## src/rtl/wbus_if.sv

```systemverilog
// WBUS connection bundle between the bus sources/consumers and the arbiter.
interface wbus_if #(
  parameter int unsigned N_SRC = 9,
  parameter int unsigned DW    = 16,
  parameter int unsigned CNT_W = 8
);
  logic [N_SRC-1:0]    req;
  logic [N_SRC-1:0]    lock;
  logic [N_SRC*DW-1:0] src_data;
  logic                clr_stat;
  logic [N_SRC-1:0]    grant;
  logic [DW-1:0]       bus_out;
  logic                bus_valid;
  logic [CNT_W-1:0]    conflict_cnt;

  // Source side: raises requests and data, observes the driven bus.
  modport master (
    output req, lock, src_data, clr_stat,
    input  grant, bus_out, bus_valid, conflict_cnt
  );

  // Arbiter side.
  modport slave (
    input  req, lock, src_data, clr_stat,
    output grant, bus_out, bus_valid, conflict_cnt
  );
endinterface

```

## src/rtl/wbus_arbiter.sv

```systemverilog
// Round-robin WBUS arbiter with bus locking, registered bus driver and a
// saturating request-collision counter.
module wbus_arbiter #(
  parameter int unsigned N_SRC = 9,
  parameter int unsigned DW    = 16,
  parameter int unsigned CNT_W = 8
) (
  input  logic  CLK,
  input  logic  nCLR,
  wbus_if.slave wb
);
  localparam int unsigned IW = $clog2(N_SRC);
  localparam int unsigned CW = IW + 1;

  typedef enum logic [1:0] {S_IDLE, S_GRANT, S_LOCKED} state_t;

  state_t           state_q, state_d;
  logic [N_SRC-1:0] grant_q, grant_d;
  logic [DW-1:0]    bus_q, bus_d;
  logic             valid_q, valid_d;
  logic [CNT_W-1:0] cnt_q, cnt_d;
  logic [IW-1:0]    ptr_q, ptr_d;
  logic [IW-1:0]    owner_q, owner_d;

  logic [DW-1:0]    src_arr [N_SRC];
  logic [CW-1:0]    cand;
  logic             win_found;
  logic [IW-1:0]    win_idx;
  logic             lock_hold;
  logic             multi_req;

  // Unflatten the source data bus.
  for (genvar i = 0; i < N_SRC; i++) begin : g_src
    assign src_arr[i] = wb.src_data[i*DW +: DW];
  end

  // Round-robin scan starting at ptr, wrapping at N_SRC.
  always_comb begin
    win_found = 1'b0;
    win_idx   = '0;
    cand      = '0;
    for (int unsigned k = 0; k < N_SRC; k++) begin
      cand = CW'(ptr_q) + CW'(k);
      if (cand >= CW'(N_SRC)) cand = cand - CW'(N_SRC);
      if (!win_found && wb.req[IW'(cand)]) begin
        win_found = 1'b1;
        win_idx   = IW'(cand);
      end
    end
  end

  // Locked owner keeps the bus only while both its req and lock stay high.
  assign lock_hold = (state_q == S_LOCKED) && wb.req[owner_q] && wb.lock[owner_q];
  assign multi_req = |(wb.req & (wb.req - N_SRC'(1)));

  // State register.
  always_ff @(posedge CLK or negedge nCLR) begin
    if (!nCLR) state_q <= S_IDLE;
    else       state_q <= state_d;
  end

  // Next-state: stay locked, or follow the new winner's lock bit.
  always_comb begin
    state_d = S_IDLE;
    if (lock_hold)      state_d = S_LOCKED;
    else if (win_found) state_d = wb.lock[win_idx] ? S_LOCKED : S_GRANT;
  end

  // Output/datapath next values; IDLE and GRANT arbitrate identically.
  always_comb begin
    grant_d = '0;
    bus_d   = bus_q;
    valid_d = 1'b0;
    ptr_d   = ptr_q;
    owner_d = owner_q;
    cnt_d   = cnt_q;
    if (lock_hold) begin
      grant_d = grant_q;
      bus_d   = src_arr[owner_q];
      valid_d = 1'b1;
    end else if (win_found) begin
      grant_d = N_SRC'(1) << win_idx;
      bus_d   = src_arr[win_idx];
      valid_d = 1'b1;
      owner_d = win_idx;
      ptr_d   = (win_idx == IW'(N_SRC - 1)) ? '0 : win_idx + IW'(1);
    end
    if (wb.clr_stat)                              cnt_d = '0;
    else if (!lock_hold && multi_req && cnt_q != '1) cnt_d = cnt_q + CNT_W'(1);
  end

  // Datapath registers.
  always_ff @(posedge CLK or negedge nCLR) begin
    if (!nCLR) begin
      grant_q <= '0;
      bus_q   <= '0;
      valid_q <= 1'b0;
      cnt_q   <= '0;
      ptr_q   <= '0;
      owner_q <= '0;
    end else begin
      grant_q <= grant_d;
      bus_q   <= bus_d;
      valid_q <= valid_d;
      cnt_q   <= cnt_d;
      ptr_q   <= ptr_d;
      owner_q <= owner_d;
    end
  end

  assign wb.grant        = grant_q;
  assign wb.bus_out      = bus_q;
  assign wb.bus_valid    = valid_q;
  assign wb.conflict_cnt = cnt_q;
endmodule

```

## src/flat_wrapper.sv

```systemverilog
// flat-port wrapper written by rule: the top's interface ports become plain ports
module wbus_arbiter_flat 
#(
  parameter int unsigned N_SRC = 9,
  parameter int unsigned DW    = 16,
  parameter int unsigned CNT_W = 8
)
  (CLK, nCLR, wb_req, wb_lock, wb_src_data, wb_clr_stat, wb_grant, wb_bus_out, wb_bus_valid, wb_conflict_cnt);
  wbus_if #(.N_SRC(N_SRC), .DW(DW), .CNT_W(CNT_W)) wb_i ();
  input  logic CLK;
  input  logic nCLR;
  input wire logic [$bits(wb_i.req)-1:0] wb_req;
  input wire logic [$bits(wb_i.lock)-1:0] wb_lock;
  input wire logic [$bits(wb_i.src_data)-1:0] wb_src_data;
  input wire logic [$bits(wb_i.clr_stat)-1:0] wb_clr_stat;
  output wire logic [$bits(wb_i.grant)-1:0] wb_grant;
  output wire logic [$bits(wb_i.bus_out)-1:0] wb_bus_out;
  output wire logic [$bits(wb_i.bus_valid)-1:0] wb_bus_valid;
  output wire logic [$bits(wb_i.conflict_cnt)-1:0] wb_conflict_cnt;
  assign wb_i.req = wb_req;
  assign wb_i.lock = wb_lock;
  assign wb_i.src_data = wb_src_data;
  assign wb_i.clr_stat = wb_clr_stat;
  assign wb_grant = wb_i.grant;
  assign wb_bus_out = wb_i.bus_out;
  assign wb_bus_valid = wb_i.bus_valid;
  assign wb_conflict_cnt = wb_i.conflict_cnt;
  wbus_arbiter #(.N_SRC(N_SRC), .DW(DW), .CNT_W(CNT_W)) u_core (.CLK(CLK), .nCLR(nCLR), .wb(wb_i));
endmodule
```

## config.mk

```make
export PLATFORM = sky130hd
export DESIGN_NAME = wbus_arbiter_flat
export DESIGN_NICKNAME = d
export VERILOG_FILES = /design/src/rtl/wbus_if.sv /design/src/rtl/wbus_arbiter.sv /design/src/flat_wrapper.sv
export SDC_FILE = /design/constraint.sdc
export NUM_CORES = 1
export LEC_CHECK = 0
export ABC_AREA = 1
export CAP_MARGIN = 20
export CORE_ASPECT_RATIO = 2
export CORE_MARGIN = 5
export CORE_UTILIZATION = 33
export CTS_CLUSTER_DIAMETER = 200
export DETAILED_ROUTE_END_ITERATION = 12
export PLACE_DENSITY = 0.66
export RECOVER_POWER = 50
export SLEW_MARGIN = 0
export SYNTH_ARGS = -nofsm -noshare
export SYNTH_HDL_FRONTEND = slang
export SYNTH_SLANG_ARGS = --single-unit
```

## constraint.sdc

```tcl
create_clock -name CLK -period 5.5 [get_ports CLK]
set_input_delay 1.1 -clock CLK [delete_from_list [all_inputs] [get_ports CLK]]
set_output_delay 1.1 -clock CLK [all_outputs]
set_load 0.005 [all_outputs]
```

==> reports/results.ini, run 1 <==
[run_status]
failed_checks=capacitance limit, slew limit
status=complete, but fails checks

[grt]
first_global_vias=9962
grt_first_pass_wirelength_um=55200
grtUsageTotal_pct=27.5
grt_antenna_before_repair=1
globalRoute.totalOverflow=0
grt_max_degree=81

[flow_run]
drv_cap=1

[route]
antenna_nets_post_route=0
mean_routed_wirelength_per_cell_um=20.1
num_vias=10000
number_of_remaining_drc_errors=0
route.final.wire_length_um=36200
first_pass_iters=6
detailedRoute.firstIterationViolations=677
avgViaCountPerCell=5.56

[worst_setup_path]
critPathSlowestCell=o21ai_0
reg2reg_from=u_core.ptr_q[1]
timing.critical_path.depth=23
worstReg2RegEnd=u_core.state_q[0]
cp.buffers_inverters=2
critical_path.most_common_cell=nand3_1
rrSetupSlack_ps=1030
criticalPathCategory=register to register
cpPeakStageDelay_ps=520
startpoint_type=register
rr_worst_depth=23
critPathLaunch=u_core.ptr_q[1]
crit_arrival_ps=4650
endpoint_kind=register
required_arrival_time_at_the_worst_endpoint_ps=5670
cp_cell_sequence=inv_1, ha_1, nor2_4, nand3_1, nand2_1, nand2_1, o21ai_0, nand3_1, nand3_1, nand3_1, nand2_2, nand4_2, nand2_1, o21ai_0, nand2_1, nand2_1, o21ai_4, buf_4, nand3_1, nand3_1, nand3_1, nand2_1, nor2_1
setup.worst_path.end=u_core.state_q[0]
cp_max_fo=24
cpLargestDelayFamily=simple AND/OR/NAND/NOR gates

[yosys]
synth_enable_flop_cells=0
synthesis.area_mm2=0.00751
postSynthRegisterBits=44
avg_cell_area_syn_um2=5.58
synth_seq_area_share_pct=14.7
syn-num-nets=1539
netlist-cell-type-count=51
synth.yosys.warnings=0
count_of_mapped_cells_out_of_synthesis=1346
synth_top_flop_cell=dfrtp_1
share_of_synthesized_registers_carrying_an_async_set_or_reset_pct=100

[clock_network]
cts.repair.resized=0
ctsHoldBuffers=0
tritoncts_clock_tree=built
path_clk_slew_ps=70
cts_buffer_depth=2
number_of_buffers_added_by_the_clock_tree_synthesis_step=5
tritoncts_num_sinks=44
htree_levels=2
worstSkewPairLatency_ps=300
ctsRootBufferMaster=clkbuf_16
cts_setup_buffers=0

[sta]
tightest_slew_ps=2670
min_period_over_period_pct=81.4
maxClockFrequency_ghz=0.223
rsz0062_at_grt=no
clock-skew-final_ps=10.7
finalSetupTns_ps=0
maxSlewHeadroom_pct=-78.0
finalHoldViolations=0
fin_crit_ps=4470
report.final.slew_viol_count=45
setup_viol_count_final=0

[hold_path]
holdCritPathClass=register to register

[finish]
num-fill-cells=2435
final_nets=1712
proportion_of_layout_cells_with_a_drive_suffix_above_1_pct=8.09
area.growth.synth_to_final_pct=32.9

[die]
floorplan.io_pins=199
core_mm2=0.0225
starting_density_of_the_core_pct=33.3
die_area_mm2=0.0260
rows=78
die_h_um=223
dieWidth_um=117

[placement]
finalWeightedCongestion=1.06
port_buffers=198
place_hpwl_um=28500

==> worst reg2reg max path, stage by stage (launching register included) <==
cell	delay [ps]
dfrtp_1	380
inv_1	370
ha_1	390
nor2_4	150
nand3_1	90
nand2_1	110
nand2_1	200
o21ai_0	530
nand3_1	160
nand3_1	100
nand3_1	110
nand2_2	180
nand4_2	200
nand2_1	150
o21ai_0	140
nand2_1	160
nand2_1	120
o21ai_4	90
buf_4	330
nand3_1	140
nand3_1	80
nand3_1	90
nand2_1	70
nor2_1	40
==> kinds of logic after synthesis <==
logic type / count (synthesis) / synth area share [%]
DFF: 44 / 14.7
AOI/OAI and AO/OA: 232 / 18.3
buffers and inverters: 186 / 10.6
xor gates and xnor gates: 10 / 1.62
adders and majority gates: 28 / 4.67
and+or+nand+nor: 846 / 50.2
==> placed cells by master, fill, tap and decap left out, types with 5 or more instances in the layout <==
cell type,synthesis,layout
nand2_2,23,23
xor2_1,7,7
nand2_1,446,446
clkdlybuf4s50_1,0,180
o22ai_1,23,23
nor3_1,10,10
clkbuf_16,0,5
nand3b_1,8,8
a21oi_1,28,28
inv_2,19,19
nand3_1,240,240
buf_4,10,32
ha_1,28,28
nor2_1,83,83
o211ai_2,9,9
o21ai_1,23,23
dfrtp_1,44,43
dlygate4sd3_1,0,17
o21ai_0,111,111
nand4_1,15,15
o211ai_1,15,15
inv_1,95,95
==> worst min-delay path by stage <==
stage | start | endpoint | slack [ps] | cells past startpoint
global placement | u_core.wb.grant[5] | u_core.wb.grant[5] | 490 | 2
global route | u_core.wb.grant[6] | u_core.wb.grant[6] | 530 | 2
finish | u_core.wb.grant[2] | u_core.wb.grant[2] | 490 | 2
floorplan | u_core.wb.grant[0] | u_core.wb.grant[0] | 480 | 2
CTS | u_core.wb.grant[2] | u_core.wb.grant[2] | 500 | 2
detailed placement | u_core.wb.grant[2] | u_core.wb.grant[2] | 490 | 2
==> routing by layer <==
metal	part of all wire, %	global-route usage [%]	vias to the layer above
met3	4.8	2.50	140
met1	32	26.2	4606
met4	7.9	18.6	0
li1	-	-	4840
met2	56	53.0	432
met5	0	0	-
==> cell usage after synthesis, types with 5 or more instances <==
library cell    n  area [µm²]
nand2_2        23         144
nand2_1       446        1670
o211ai_1       15         113
inv_1          95         357
a21oi_1        28         140
ha_1           28         350
o22ai_1        23         144
buf_4          10        75.1
o21ai_0       111         556
buf_6           5        56.3
buf_2          14        70.1
inv_2          19        71.3
o211ai_2        9         113
xor2_1          7        61.3
clkbuf_1       36         135
dfrtp_1        44        1100
nand3_1       240        1200
nor2_1         83         312
nor3_1         10        50.1
o21ai_1        23         115
nand3b_1        8        60.1
nand4_1        15        93.8
==> sequential cells by signal, indices dropped and copies added (netlist names) <==
register                cells
u_core.wb.bus_out          16
u_core.wb.grant             9
u_core.wb.conflict_cnt      8
u_core.owner_q              4
u_core.ptr_q                4
u_core.state_q              2
u_core.wb.bus_valid         1
==> stage by stage <==
stage / instance area [µm²] / worst slack [ps] / utilization, % / hold slack [ps] / instances
2_1_floorplan: 7510 / 1480 / - / 476 / 1346
3_3_place_gp: 9800 / 838 / 43.5 / 486 / 1792
3_5_place_dp: 9800 / 823 / 43.5 / 487 / 1792
4_1_cts: 9980 / 1080 / 44.3 / 503 / 1800
5_1_grt: 9980 / 741 / 44.3 / 533 / 1801
6_report: 9980 / 1030 / 44.3 / 489 / 1801
==> cell type report <==
class	count	area, µm²	share of cell area, %
diodes	1	2.50	0.0251
multi-input cells	1116	5630	56.4
clock inverters	2	38.8	0.389
inverters	119	454	4.55
repair buffers	233	2260	22.7
well taps	280	350	3.51
clock buffers	6	139	1.39
flip-flops and latches	44	1100	11.0
Power of run 1 is left out: the tool's default activity adds up to more than one toggle a clock period on the data nets, which glitch-free logic cannot reach.
==> run 2, diff against run 1 <==
Clock period 5.5 ns to 4.65 ns, I/O delays scaled along.
==> reports/results.ini, run 2 (same netlist as run 1, synthesis figures left out) <==
[worst_setup_path]
rrSetupSlack_ps=410  ; -620 ps
required_arrival_time_at_the_worst_endpoint_ps=4890  ; -780 ps
startpoint_type=register
cp_max_fo=54  ; +130%
critical_path.most_common_cell=nand2_1
cpPeakStageDelay_ps=430  ; -90 ps
crit_arrival_ps=4480  ; -170 ps
critPathSlowestCell=xor2_1
criticalPathCategory=register to register
endpoint_kind=register

[sta]
tightest_slew_ps=2580  ; -88.6 ps
report.final.slew_viol_count=45  ; unchanged
fin_crit_ps=4240  ; -232 ps
setup_viol_count_final=0  ; unchanged
rsz0062_at_grt=no
clock-skew-final_ps=7.83  ; -2.86 ps
maxSlewHeadroom_pct=-72.1  ; +5.9 points
finalSetupTns_ps=0  ; unchanged
finalHoldViolations=0  ; unchanged
maxClockFrequency_ghz=0.236  ; +5.5%
min_period_over_period_pct=91.2  ; +9.9 points

[route]
number_of_remaining_drc_errors=0  ; unchanged
first_pass_iters=5  ; -1
avgViaCountPerCell=5.56  ; about the same
mean_routed_wirelength_per_cell_um=19.4  ; -3.2%
detailedRoute.firstIterationViolations=619  ; -8.6%
antenna_nets_post_route=0  ; unchanged
num_vias=10100  ; +0.91%
route.final.wire_length_um=35300  ; -2.4%

[clock_network]
cts_buffer_depth=2  ; unchanged
ctsHoldBuffers=0  ; unchanged
tritoncts_clock_tree=built
path_clk_slew_ps=70  ; about the same
cts.repair.resized=0  ; unchanged
cts_setup_buffers=0  ; unchanged
number_of_buffers_added_by_the_clock_tree_synthesis_step=5  ; unchanged
worstSkewPairLatency_ps=300  ; about the same
htree_levels=2  ; unchanged
ctsRootBufferMaster=clkbuf_16
tritoncts_num_sinks=44  ; unchanged

[run_status]
status=complete, but fails checks
failed_checks=capacitance limit, slew limit

[grt]
grtUsageTotal_pct=26.6  ; -0.89 points
grt_max_degree=81  ; unchanged
globalRoute.totalOverflow=0  ; unchanged
grt_first_pass_wirelength_um=53700  ; -2.7%
grt_antenna_before_repair=0  ; -1
first_global_vias=10000  ; +0.38%

[die]
die_area_mm2=0.0260  ; unchanged
dieWidth_um=117  ; unchanged
die_h_um=223  ; unchanged
starting_density_of_the_core_pct=33.3  ; unchanged
rows=78  ; unchanged
floorplan.io_pins=199  ; unchanged
core_mm2=0.0225  ; unchanged

[hold_path]
holdCritPathClass=register to register

[placement]
finalWeightedCongestion=1.03  ; -3.0%
port_buffers=198  ; unchanged
place_hpwl_um=28600  ; +0.14%

[finish]
layout_commonest_cell=nand2_1
largest_register_ff_count=16  ; unchanged
area.growth.synth_to_final_pct=35.3
final_nets=1729  ; +0.99%
layout_common_cells=nand2_1 (446), nand3_1 (240), clkdlybuf4s50_1 (180)
num-fill-cells=2413  ; -0.90%
antenna-diode-count=0  ; -1
multi_input_gate_area_in_the_final_layout_mm2=0.00564  ; +0.18%
register_area_mm2=0.00110  ; unchanged
proportion_of_layout_cells_with_a_drive_suffix_above_1_pct=9.30  ; +1.2 points

[flow_run]
drv_cap=1  ; unchanged

[run 2: routing by layer]
| metal | global-route usage (%) | routed length [µm] | vias to the layer above |
|---|---|---|---|
| met5 | 0 | 0 | - |
| met4 | 19.7 | 3250 | 0 |
| met3 | 2.71 | 1830 | 162 |
| met2 | 50.6 | 19300 | 431 |
| met1 | 25.0 | 10900 | 4646 |
| li1 | - | - | 4870 |
[run 2: metrics by stage]
stage	setup slack (ps)	cells	hold slack, ps	util (%)	area [µm²]
finish	407	1817	494	45.0	10200
detailed placement	343	1809	487	44.2	9970
floorplan	626	1346	476	-	7510
CTS	316	1817	504	45.0	10100
global placement	336	1809	472	44.2	9970
global route	90.5	1817	517	45.0	10200
[run 2: worst max-delay path, delay by kind of cell (launching register included)]
kind	cells	cell delay [ps]
buffers and inverters	7	1140
XOR/XNOR	1	430
AO/OA/AOI/OAI	1	160
flip-flops	1	380
adder cells (fa/ha/maj)	1	220
AND/OR/NAND/NOR	17	1800
[run 2: worst paths after layout]
path,from,endpoint,depth (start not counted)
worst max-delay path,u_core.ptr_q[1],u_core.wb.bus_out[2],27
worst min-delay path,u_core.wb.grant[8],u_core.wb.grant[8],2
worst max register to register,u_core.ptr_q[1],u_core.wb.bus_out[2],27
worst min register to register,u_core.wb.grant[8],u_core.wb.grant[8],2
max in group asynchronous,nCLR,u_core.owner_q[0],2
min in group asynchronous,nCLR,u_core.wb.conflict_cnt[3],2
[run 2: layout make-up]
class	instances	share of cell area, %
multi-input cells	1116	55.5
repair buffers	250	23.9
flip-flops and latches	44	10.9
inverters	119	4.51
well taps	280	3.45
clock buffers	6	1.37
clock inverters	2	0.382
Power of run 2 is left out for the same reason.
==> run 3, diff against run 2 <==
Settings changed: CTS_CLUSTER_DIAMETER 200 to not set.
==> results of run 3 <==
Final layout, timing and power as in run 2 (identical DEF).
Power of run 3 is left out for the same reason.
